==> src/rtl/lsu.sv <==
// Load/store unit: the memory phase of the multi-cycle RV32I core. Runs one
// ready-handshake bus access per instruction and aligns/extends load data.
module lsu #(
  parameter int unsigned TIMEOUT_CYCLES = 255
) (
  input  logic        clk,
  input  logic        rst_n,
  input  logic [2:0]  state,
  input  logic        is_load,
  input  logic        is_store,
  input  logic [2:0]  funct3,
  input  logic [31:0] addr,
  input  logic [31:0] store_data,
  output logic [31:0] load_result,
  output logic        stall,
  output logic        fault,
  output logic [1:0]  fault_cause,
  output logic        mem_req,
  output logic        mem_we,
  output logic [31:0] mem_addr,
  output logic [3:0]  mem_wstrb,
  output logic [31:0] mem_wdata,
  input  logic [31:0] mem_rdata,
  input  logic        mem_ready
);

  typedef enum logic [1:0] {IDLE, BUS, DONE} fsm_t;

  fsm_t        fsm, fsm_next;
  logic        is_mem, start, illegal, misaligned, timeout_hit;
  logic [31:0] tcnt;
  logic [1:0]  off_q;
  logic [2:0]  f3_q;
  logic        load_q;
  logic [3:0]  strb;
  logic [31:0] wdata, shifted, load_ext;

  assign is_mem = is_load | is_store;
  assign start  = (fsm == IDLE) && (state == 3'd3) && is_mem;

  always_comb begin
    if (is_load) illegal = (funct3 == 3'b011) || (funct3[2:1] == 2'b11);
    else         illegal = funct3[2] || (funct3[1:0] == 2'b11);
    misaligned = ((funct3[1:0] == 2'b01) && addr[0]) ||
                 ((funct3[1:0] == 2'b10) && (addr[1:0] != 2'b00));
  end

  // tcnt counts completed wait cycles, so the limit fires on the TIMEOUT_CYCLES-th
  // BUS cycle without ready; a ready in that same cycle still wins.
  assign timeout_hit = (TIMEOUT_CYCLES != 0) && ((tcnt + 32'd1) == TIMEOUT_CYCLES);

  always_comb begin
    case (funct3[1:0])
      2'b00: begin
        wdata = {4{store_data[7:0]}};
        strb  = 4'b0001 << addr[1:0];
      end
      2'b01: begin
        wdata = {2{store_data[15:0]}};
        strb  = 4'b0011 << addr[1:0];
      end
      default: begin
        wdata = store_data;
        strb  = '1;
      end
    endcase
  end

  always_comb begin
    shifted = mem_rdata >> {off_q, 3'b000};
    case (f3_q)
      3'b000:  load_ext = {{24{shifted[7]}}, shifted[7:0]};
      3'b001:  load_ext = {{16{shifted[15]}}, shifted[15:0]};
      3'b100:  load_ext = {24'd0, shifted[7:0]};
      3'b101:  load_ext = {16'd0, shifted[15:0]};
      default: load_ext = shifted;
    endcase
  end

  always_ff @(posedge clk or negedge rst_n) begin
    if (!rst_n) fsm <= IDLE;
    else        fsm <= fsm_next;
  end

  always_comb begin
    fsm_next = fsm;
    case (fsm)
      IDLE: if (start) fsm_next = (illegal || misaligned) ? DONE : BUS;
      BUS:  if (mem_ready || timeout_hit) fsm_next = DONE;
      DONE: if (state != 3'd3) fsm_next = IDLE;
      default: fsm_next = IDLE;
    endcase
  end

  always_comb begin
    stall = (state == 3'd3) && is_mem && (fsm != DONE);
  end

  always_ff @(posedge clk or negedge rst_n) begin
    if (!rst_n) begin
      mem_req     <= 1'b0;
      mem_we      <= 1'b0;
      mem_wstrb   <= '0;
      mem_addr    <= '0;
      mem_wdata   <= '0;
      load_result <= '0;
      fault       <= 1'b0;
      fault_cause <= 2'b00;
      tcnt        <= '0;
      off_q       <= '0;
      f3_q        <= '0;
      load_q      <= 1'b0;
    end else if (start) begin
      off_q       <= addr[1:0];
      f3_q        <= funct3;
      load_q      <= is_load;
      fault       <= 1'b0;
      fault_cause <= 2'b00;
      tcnt        <= '0;
      if (illegal) begin
        fault       <= 1'b1;
        fault_cause <= 2'b10;
      end else if (misaligned) begin
        fault       <= 1'b1;
        fault_cause <= 2'b01;
      end else begin
        mem_req   <= 1'b1;
        mem_addr  <= {addr[31:2], 2'b00};
        mem_we    <= ~is_load;
        mem_wstrb <= is_load ? 4'b0000 : strb;
        mem_wdata <= wdata;
      end
    end else if (fsm == BUS) begin
      if (mem_ready) begin
        mem_req   <= 1'b0;
        mem_wstrb <= '0;
        if (load_q) load_result <= load_ext;
      end else if (timeout_hit) begin
        mem_req     <= 1'b0;
        fault       <= 1'b1;
        fault_cause <= 2'b11;
      end else begin
        tcnt <= tcnt + 32'd1;
      end
    end
  end

endmodule

==> config.mk <==
export PLATFORM = sky130hd
export DESIGN_NAME = lsu
export DESIGN_NICKNAME = d
export VERILOG_FILES = /design/src/rtl/lsu.sv
export SDC_FILE = /design/constraint.sdc
export NUM_CORES = 1
export LEC_CHECK = 0
export CORE_MARGIN = 5
export CORE_UTILIZATION = 53
export DETAILED_ROUTE_END_ITERATION = 8
export HOLD_SLACK_MARGIN = 0.12
export MAX_ROUTING_LAYER = met4
export PLACE_DENSITY_LB_ADDON = 0.15
export SLEW_MARGIN = 0
export SYNTH_ARGS = -nofsm -noshare
export SYNTH_HDL_FRONTEND = slang
export SYNTH_SLANG_ARGS = --single-unit
==> constraint.sdc <==
create_clock -name clk -period 5.6 [get_ports clk]
set_input_delay 1.68 -clock clk [delete_from_list [all_inputs] [get_ports clk]]
set_output_delay 1.68 -clock clk [all_outputs]
set_load 0.01 [all_outputs]
==> results of run 1 <==
[critical path, stage by stage]
cell,delay [ps]
clkdlybuf4s50_1,460
nand2_1,50
nor2_1,100
o21ai_0,210
a21oi_1,190
clkdlybuf4s50_1,620
[logic make-up (layout without fill, tap and decap cells)]
logic type,after synthesis,in the layout
compound gates,186,186
simple gates,433,433
flops,143,143
mux,48,48
fa+ha+maj,2,2
xor+xnor,10,10
buf+inv,79,269
other cells,1,2
[routing by layer]
layer,vias to the layer above,routed length (um),track usage [%]
met5,-,0,-
met4,0,495,9.413
met3,42,2284,10.77
met2,287,10390,41.34
met1,3399,9181,34.00
li1,3476,-,-
[registers in the layout, indices dropped and copies added, names as in the netlist]
signal	count
fault_cause	2
fault	1
tcnt	32
mem_wstrb	4
load_q	1
load_result	32
fsm	2
mem_we	1
mem_addr	30
mem_wdata	32
off_q	2
mem_req	1
f3_q	3
[through the flow]
step	power (mW)	cell area [um^2]
6_report	4.257	10420
5_1_grt	4.501	10420
4_1_cts	4.286	10420
3_5_place_dp	3.052	9791
3_3_place_gp	3.026	9791
2_1_floorplan	2.195	7659
[layout by cell type (no fill, tap or decap), types with 6 or more instances in the layout]
cell | netlist | layout
a211oi_1 | 8 | 8
nand4_1 | 18 | 18
o31ai_1 | 7 | 6
nor2b_1 | 13 | 13
nand2_1 | 236 | 235
o22a_1 | 10 | 10
nor2_1 | 65 | 64
o21ai_1 | 6 | 6
inv_1 | 15 | 15
and3_1 | 8 | 8
a31oi_1 | 6 | 6
dfrtp_1 | 143 | 143
xnor2_1 | 6 | 6
mux2i_1 | 47 | 47
nand3_1 | 20 | 20
or4_1 | 8 | 8
clkdlybuf4s50_1 | 0 | 209
nor4_1 | 11 | 11
or3_1 | 16 | 16
a21oi_1 | 54 | 54
clkbuf_16 | 0 | 17
o21ai_0 | 67 | 67
nor3_1 | 11 | 11
inv_6 | 0 | 6
buf_4 | 4 | 12
[layout make-up]
cell class / instances / area share (%)
clock buffers: 19 / 4.348
clock inverters: 13 / 1.669
inverters: 15 / 0.5405
multi-input cells: 681 / 35.83
flip-flops and latches: 143 / 34.35
well taps: 184 / 2.210
repair buffers: 222 / 21.05
[report_power, final]
part           internal, mW  switching (mW)
logic                 0.785           0.650
registers              1.35           0.268
clock network         0.734           0.473
[worst max-delay path by stage]
stage	slack, ps	end	depth (start not counted)	startpoint
floorplan	1740	stall	4	state[1]
global placement	610	stall	6	state[1]
detailed placement	590	stall	6	state[1]
CTS	580	stall	6	state[1]
global route	470	stall	6	state[1]
finish	590	stall	6	state[1]
==> metrics.yaml, run 1 <==
setup_path:
  cp_max_fo: 4
  worstPathRequired_ps: 3920
  arrival_ps: 3330
  r2r_cells: 11
  rrSetupSlack_ps: 1060
  crit_type: "in -> out"
  timing.rr.start: "tcnt[0]"
  regToRegEndpoint: "tcnt[25]"
  endpoint_kind: "output port"
  cp-start-kind: "primary input"
timing:
  worst_slew_pin_slew_ps: 1130
  skew_ps: 7.645
  period_needed_ps: 5009
  finalWorstSetupSlack_ps: 590.7
  slew_violations: 0
  slew_headroom_pct: 24.68
  hold_slack_ps: 471.7
  timing.final.crit_share_pct: 89.45
  finalSetupViolCount: 0
  clock.fmax_mhz: 199.6
  hold_viol: 0
  finalSetupTns_ps: 0
  rsz0062_at_grt: "no"
cells_and_area:
  fillerInstances: 1120
  drive_gt1_share_pct: 6.221
  nNetsFinal: 1189
  multi_input_area_um2: 3732
  diodes: 0
  fin_cells: 1277
  fin_util_pct: 72.50
  syn2layout_area_growth_pct: 36.09
  regArea_um2: 3578
synth:
  synth.most_common_cell: "nand2_1"
  synth_top_family_by_area: "simple AND/OR/NAND/NOR gates"
  seq_area_frac_synth_pct: 46.75
  synth_xor_area_share_pct: 1.144
  synth_fa_ha_area_share_pct: 0.3269
  synthFlopType: "dfrtp_1"
  synth_edf_count: 0
  netlist_instances: 902
  yosysWarningCount: 0
  synth_top_area_cell: "dfrtp_1"
  synth_cell_type_count: 64
  synthTopCellsByArea: "dfrtp_1 (47%), nand2_1 (12%), mux2i_1 (6.1%), o21ai_0 (4.4%), a21oi_1 (3.5%)"
  synth_top_cell_area_share_pct: 46.75
  ys_ff_latch: 143
  synth_compound_area_share_pct: 14.73
  synth_simple_gate_area_share_pct: 26.04
  avgSynthCellArea_um2: 8.487
  ys_top_cells_by_count: "nand2_1 (236), dfrtp_1 (143), o21ai_0 (67), nor2_1 (65), a21oi_1 (54)"
  async_flop_share_pct: 100.0
  netlist_area_um2: 7655
  synthMuxAreaShare_pct: 6.293
cts:
  clkTransAtPathRegs_ps: 60
  ctsHoldBuffers: 0
  clk_latency_ps: 430
  cts-resized-gates: 0
  cts_buffers: 17
  clock-sinks: 143
  cts_max_level: 4
  cts_root_buffer: "clkbuf_16"
  cts_tree: "built"
  cts.path.max_buffers: 2
  cts_setup_buffers: 0
global_route:
  grt-ovfl-total: 0
  grt_first_pass_wirelength_um: 35540
  grt_usage_pct: 27.49
  grt_pass1_vias: 6923
  antenna_found_initial: 0
  grt_max_degree: 95
die:
  die_y_um: 130.2
  rows: 44
  die-width_um: 130.2
  io_pins: 213
  die_area_um2: 16950
  core-area_um2: 14370
  start_util_pct: 53.27
placement:
  place_inst: 1245
  dp_hpwl_um: 15490
  port_buffers: 210
  gp_congestion: 0.9486
  preCtsSetupSlack_ps: 587.1
drt:
  drc: 0
  viasPerCell: 5.641
  drt_first_pass_iters: 5
  routed_wl_um: 22350
  wl_per_cell_um: 17.50
  first_iter_violations: 501
  vias: 7204
  postRouteAntennaNets: 0
power:
  peakVddDrop_v: 0.0002840
  pwr_density_cell_nw_per_um2: 408.7
  leakagePower_nw: 4.578
run:
  cap_violations: 0
worst_hold_path:
  worstHoldStart: "mem_addr[31]"
  hold_path_end: "mem_addr[31]"
  worstHoldPathType: "reg -> reg"
  min_path_cells: 2
run_status:
  outcome: "finished, final reports clean"
(Power assumes the default switching activity.)
==> run 2, diff against run 1 <==
Settings changed: ABC_AREA set to 1, CELL_PAD_IN_SITES_DETAIL_PLACEMENT set to 0, CELL_PAD_IN_SITES_GLOBAL_PLACEMENT set to 1, CORE_UTILIZATION 53 to 37.
==> metrics.yaml, run 2 <==
cells_and_area:
  mostFrequentLayoutCells: "nand2_1 (416), clkdlybuf4s50_1 (209), dfrtp_1 (143)"
  layout_commonest_cell: "nand2_1"
  reg_top3: "load_result: 32 flops, mem_wdata: 32 flops, tcnt: 32 flops"
  drive_gt1_share_pct: 4.950  # -1.3 points
  fillerInstances: 2089  # +87%
  nNetsFinal: 1389  # +17%
  syn2layout_area_growth_pct: 37.55
  fin_cells: 1568  # +23%
  diodes: 0  # unchanged
  fin_area_um2: 10650  # +2.2%
  fin_util_pct: 51.15  # -21 points
power:
  p_seq_share_pct: 35.8  # -2.2 points
  leakagePower_nw: 5.046  # +10%
  peakVddDrop_v: 0.0001933  # -32%
  pwr_density_cell_nw_per_um2: 433.5  # +6.1%
  p_sw_mw: 1.671  # +20%
  p_int_mw: 2.947  # +2.8%
  switching_share_pct: 36.18  # +3.5 points
  clkPwrFrac_pct: 25.5  # -2.8 points
  comb_power_share_pct: 38.7  # +5.0 points
  totalPowerFinal_mw: 4.617  # +8.5%
global_route:
  antenna_found_initial: 0  # unchanged
  grt_pass1_vias: 7617  # +10%
  met3_usage_pct: 7.611  # -3.2 points
  grt_use_met2_pct: 31.93  # -9.4 points
  top_usage_layer: "met2"
  gr-usage-met1_pct: 28.60  # -5.4 points
  grt_usage_pct: 21.61  # -5.9 points
  grt_max_degree: 95  # unchanged
  grt_first_pass_wirelength_um: 40300  # +13%
  grt-ovfl-total: 0  # unchanged
die:
  die-width_um: 154.7  # +19%
  start_util_pct: 37.19  # -16 points
  die_area_um2: 23920  # +41%
  rows: 53  # +20%
  core-area_um2: 20820  # +45%
  die_y_um: 154.7  # +19%
  io_pins: 213  # unchanged
setup_path:
  crit_type: "in -> out"
  worstPathRequired_ps: 3920  # about the same
  r2r_cells: 14  # +3
  crit_top_cell: "clkdlybuf4s50_1"
  regToRegEndpoint: "fsm[0]"
  timing.rr.start: "tcnt[1]"
  arrival_ps: 3130  # -200 ps
  cp_max_fo: 2  # -2
  rrSetupSlack_ps: 2180  # +1120 ps
  max_stage_delay_ps: 560  # -60 ps
  path_cells: "clkdlybuf4s50_1 -> nand2_1 -> nor2_1 -> o21ai_1 -> a21oi_1 -> clkdlybuf4s50_1"
  cp-start-kind: "primary input"
  endpoint_kind: "output port"
  slowest_stage: "clkdlybuf4s50_1"
drt:
  first_iter_violations: 468  # -6.6%
  drt_first_pass_iters: 5  # unchanged
  drc: 0  # unchanged
  routed_wl_um: 24480  # +9.5%
  postRouteAntennaNets: 0  # unchanged
  vias: 7500  # +4.1%
  viasPerCell: 4.783  # -15%
  wl_per_cell_um: 15.61  # -11%
timing:
  finalWorstSetupSlack_ps: 792.3  # +201.6 ps
  slew_headroom_pct: 32.45  # +7.8 points
  slew_violations: 0  # unchanged
  rsz0062_at_grt: "no"
  skew_ps: 11.29  # +3.647 ps
  worst_slew_pin_slew_ps: 1010  # -120.1 ps
  finalSetupTns_ps: 0  # unchanged
  clock.fmax_mhz: 208.0  # +4.2%
  hold_slack_ps: 478.0  # +6.343 ps
  period_needed_ps: 4808  # -201.6 ps
  timing.final.crit_share_pct: 85.85  # -3.6 points
  finalSetupViolCount: 0  # unchanged
  hold_viol: 0  # unchanged
synth:
  synth_cell_type_count: 31  # -52%
  synth_top_family_by_area: "simple AND/OR/NAND/NOR gates"
  netlist_area_um2: 7744  # +1.2%
  ys_ff_latch: 143  # unchanged
  synth_fa_ha_area_share_pct: 0.3232  # -0.0038 points
  synth_top_cell_area_share_pct: 46.21  # -0.54 points
  yosysWarningCount: 0  # unchanged
  netlist_instances: 1091  # +21%
  synthTopCellsByArea: "dfrtp_1 (46%), nand2_1 (20%), o21ai_0 (6.3%), nand3_1 (5.9%), inv_1 (4.2%)"
  synth_edf_count: 0  # unchanged
  synth_compound_area_share_pct: 11.26  # -3.5 points
  synthMuxAreaShare_pct: 0  # -6.3 points
  async_flop_share_pct: 100.0  # unchanged
  synth_xor_area_share_pct: 0.2262  # -0.92 points
  seq_area_frac_synth_pct: 46.21  # -0.54 points
  synth.most_common_cell: "nand2_1"
  synth_top_area_cell: "dfrtp_1"
  synthFlopType: "dfrtp_1"
  avgSynthCellArea_um2: 7.098  # -16%
  ys_top_cells_by_count: "nand2_1 (417), dfrtp_1 (143), o21ai_0 (98), nand3_1 (92), inv_1 (86)"
  synth_simple_gate_area_share_pct: 34.64  # +8.6 points
placement:
  gp_congestion: 0.8482  # -11%
  place_area_um2: 10050  # +2.6%
  dp_hpwl_um: 17860  # +15%
  place_inst: 1536  # +23%
  preCtsSetupSlack_ps: 806.6  # +219.6 ps
  port_buffers: 210  # unchanged
cts:
  clock-sinks: 143  # unchanged
  cts.path.max_buffers: 2  # unchanged
  cts_setup_buffers: 0  # unchanged
  clk_latency_ps: 430  # about the same
  clkTransAtPathRegs_ps: 60  # about the same
  cts_root_buffer: "clkbuf_16"
  cts-resized-gates: 0  # unchanged
  cts_tree: "built"
  cts_buffers: 17  # unchanged
  ctsHoldBuffers: 0  # unchanged
  cts_max_level: 4  # unchanged
run:
  cap_violations: 0  # unchanged
worst_hold_path:
  worstHoldStart: "mem_addr[27]"
  hold_path_end: "mem_addr[27]"
  min_path_cells: 2  # unchanged
  worstHoldPathType: "reg -> reg"
run_status:
  outcome: "finished, final reports clean"
[run 2: cell types whose count changed after synthesis, sizes merged, moves of 9 or more]
cell    delta
mux2i     -47
nand2    +186
nor2      +31
nand3     +70
buf       -11
nand3b    +13
nor4      -13
o22a      -10
nor2b     -13
or4        -9
o21ai     +28
or3       -16
inv       +72
a21oi     -13
[run 2: how the worst max path moves through the flow]
stage	end	start	cells past startpoint
6_report	stall	state[1]	6
5_1_grt	stall	state[1]	6
4_1_cts	stall	state[1]	6
3_5_place_dp	stall	state[1]	6
3_3_place_gp	stall	state[1]	6
2_1_floorplan	stall	state[1]	4
[run 2: cells by family after synthesis]
family,count (synthesis)
AOI/OAI and AO/OA,164
xor gates and xnor gates,2
adders and majority gates,2
buffers and inverters,140
DFF,143
other,1
and+or+nand+nor,639
[run 2: layer usage]
layer / vias to the layer above / part of all wire, %
li1: 3890 / -
met1: 3377 / 46
met2: 213 / 44
met3: 20 / 9.3
met4: 0 / 1.2
met5: - / 0
[run 2: power by group through the flow]
stage / Clock, mW / Combinational (mW) / Sequential, mW
3_3_place_gp: 0 / 1.81 / 1.66
4_1_cts: 1.21 / 1.82 / 1.66
3_5_place_dp: 0 / 1.81 / 1.66
2_1_floorplan: 0 / 0.691 / 1.76
6_report: 1.18 / 1.79 / 1.65
5_1_grt: 1.25 / 2.00 / 1.72
[run 2: critical path, delay by kind of cell]
family,cells,cell delay (ps)
compound gates,2,250
simple gates,2,190
buf+inv,2,1010
[run 2: cell type report]
cell class / count / area (um^2) / share of cell area [%]
Multi-Input combinational cell: 809 / 3615 / 33.94
Sequential cell: 143 / 3578 / 33.60
Timing Repair Buffer: 220 / 2178 / 20.45
Clock inverter: 14 / 162.7 / 1.527
Inverter: 89 / 334.1 / 3.136
Clock buffer: 18 / 439.2 / 4.123
Tap cell: 275 / 344.1 / 3.230
==> run 3, diff against run 2 <==
Settings changed: HOLD_SLACK_MARGIN 0.12 to unset.
==> results of run 3 <==
The final DEF is identical to that of run 2; final timing and power are the same.
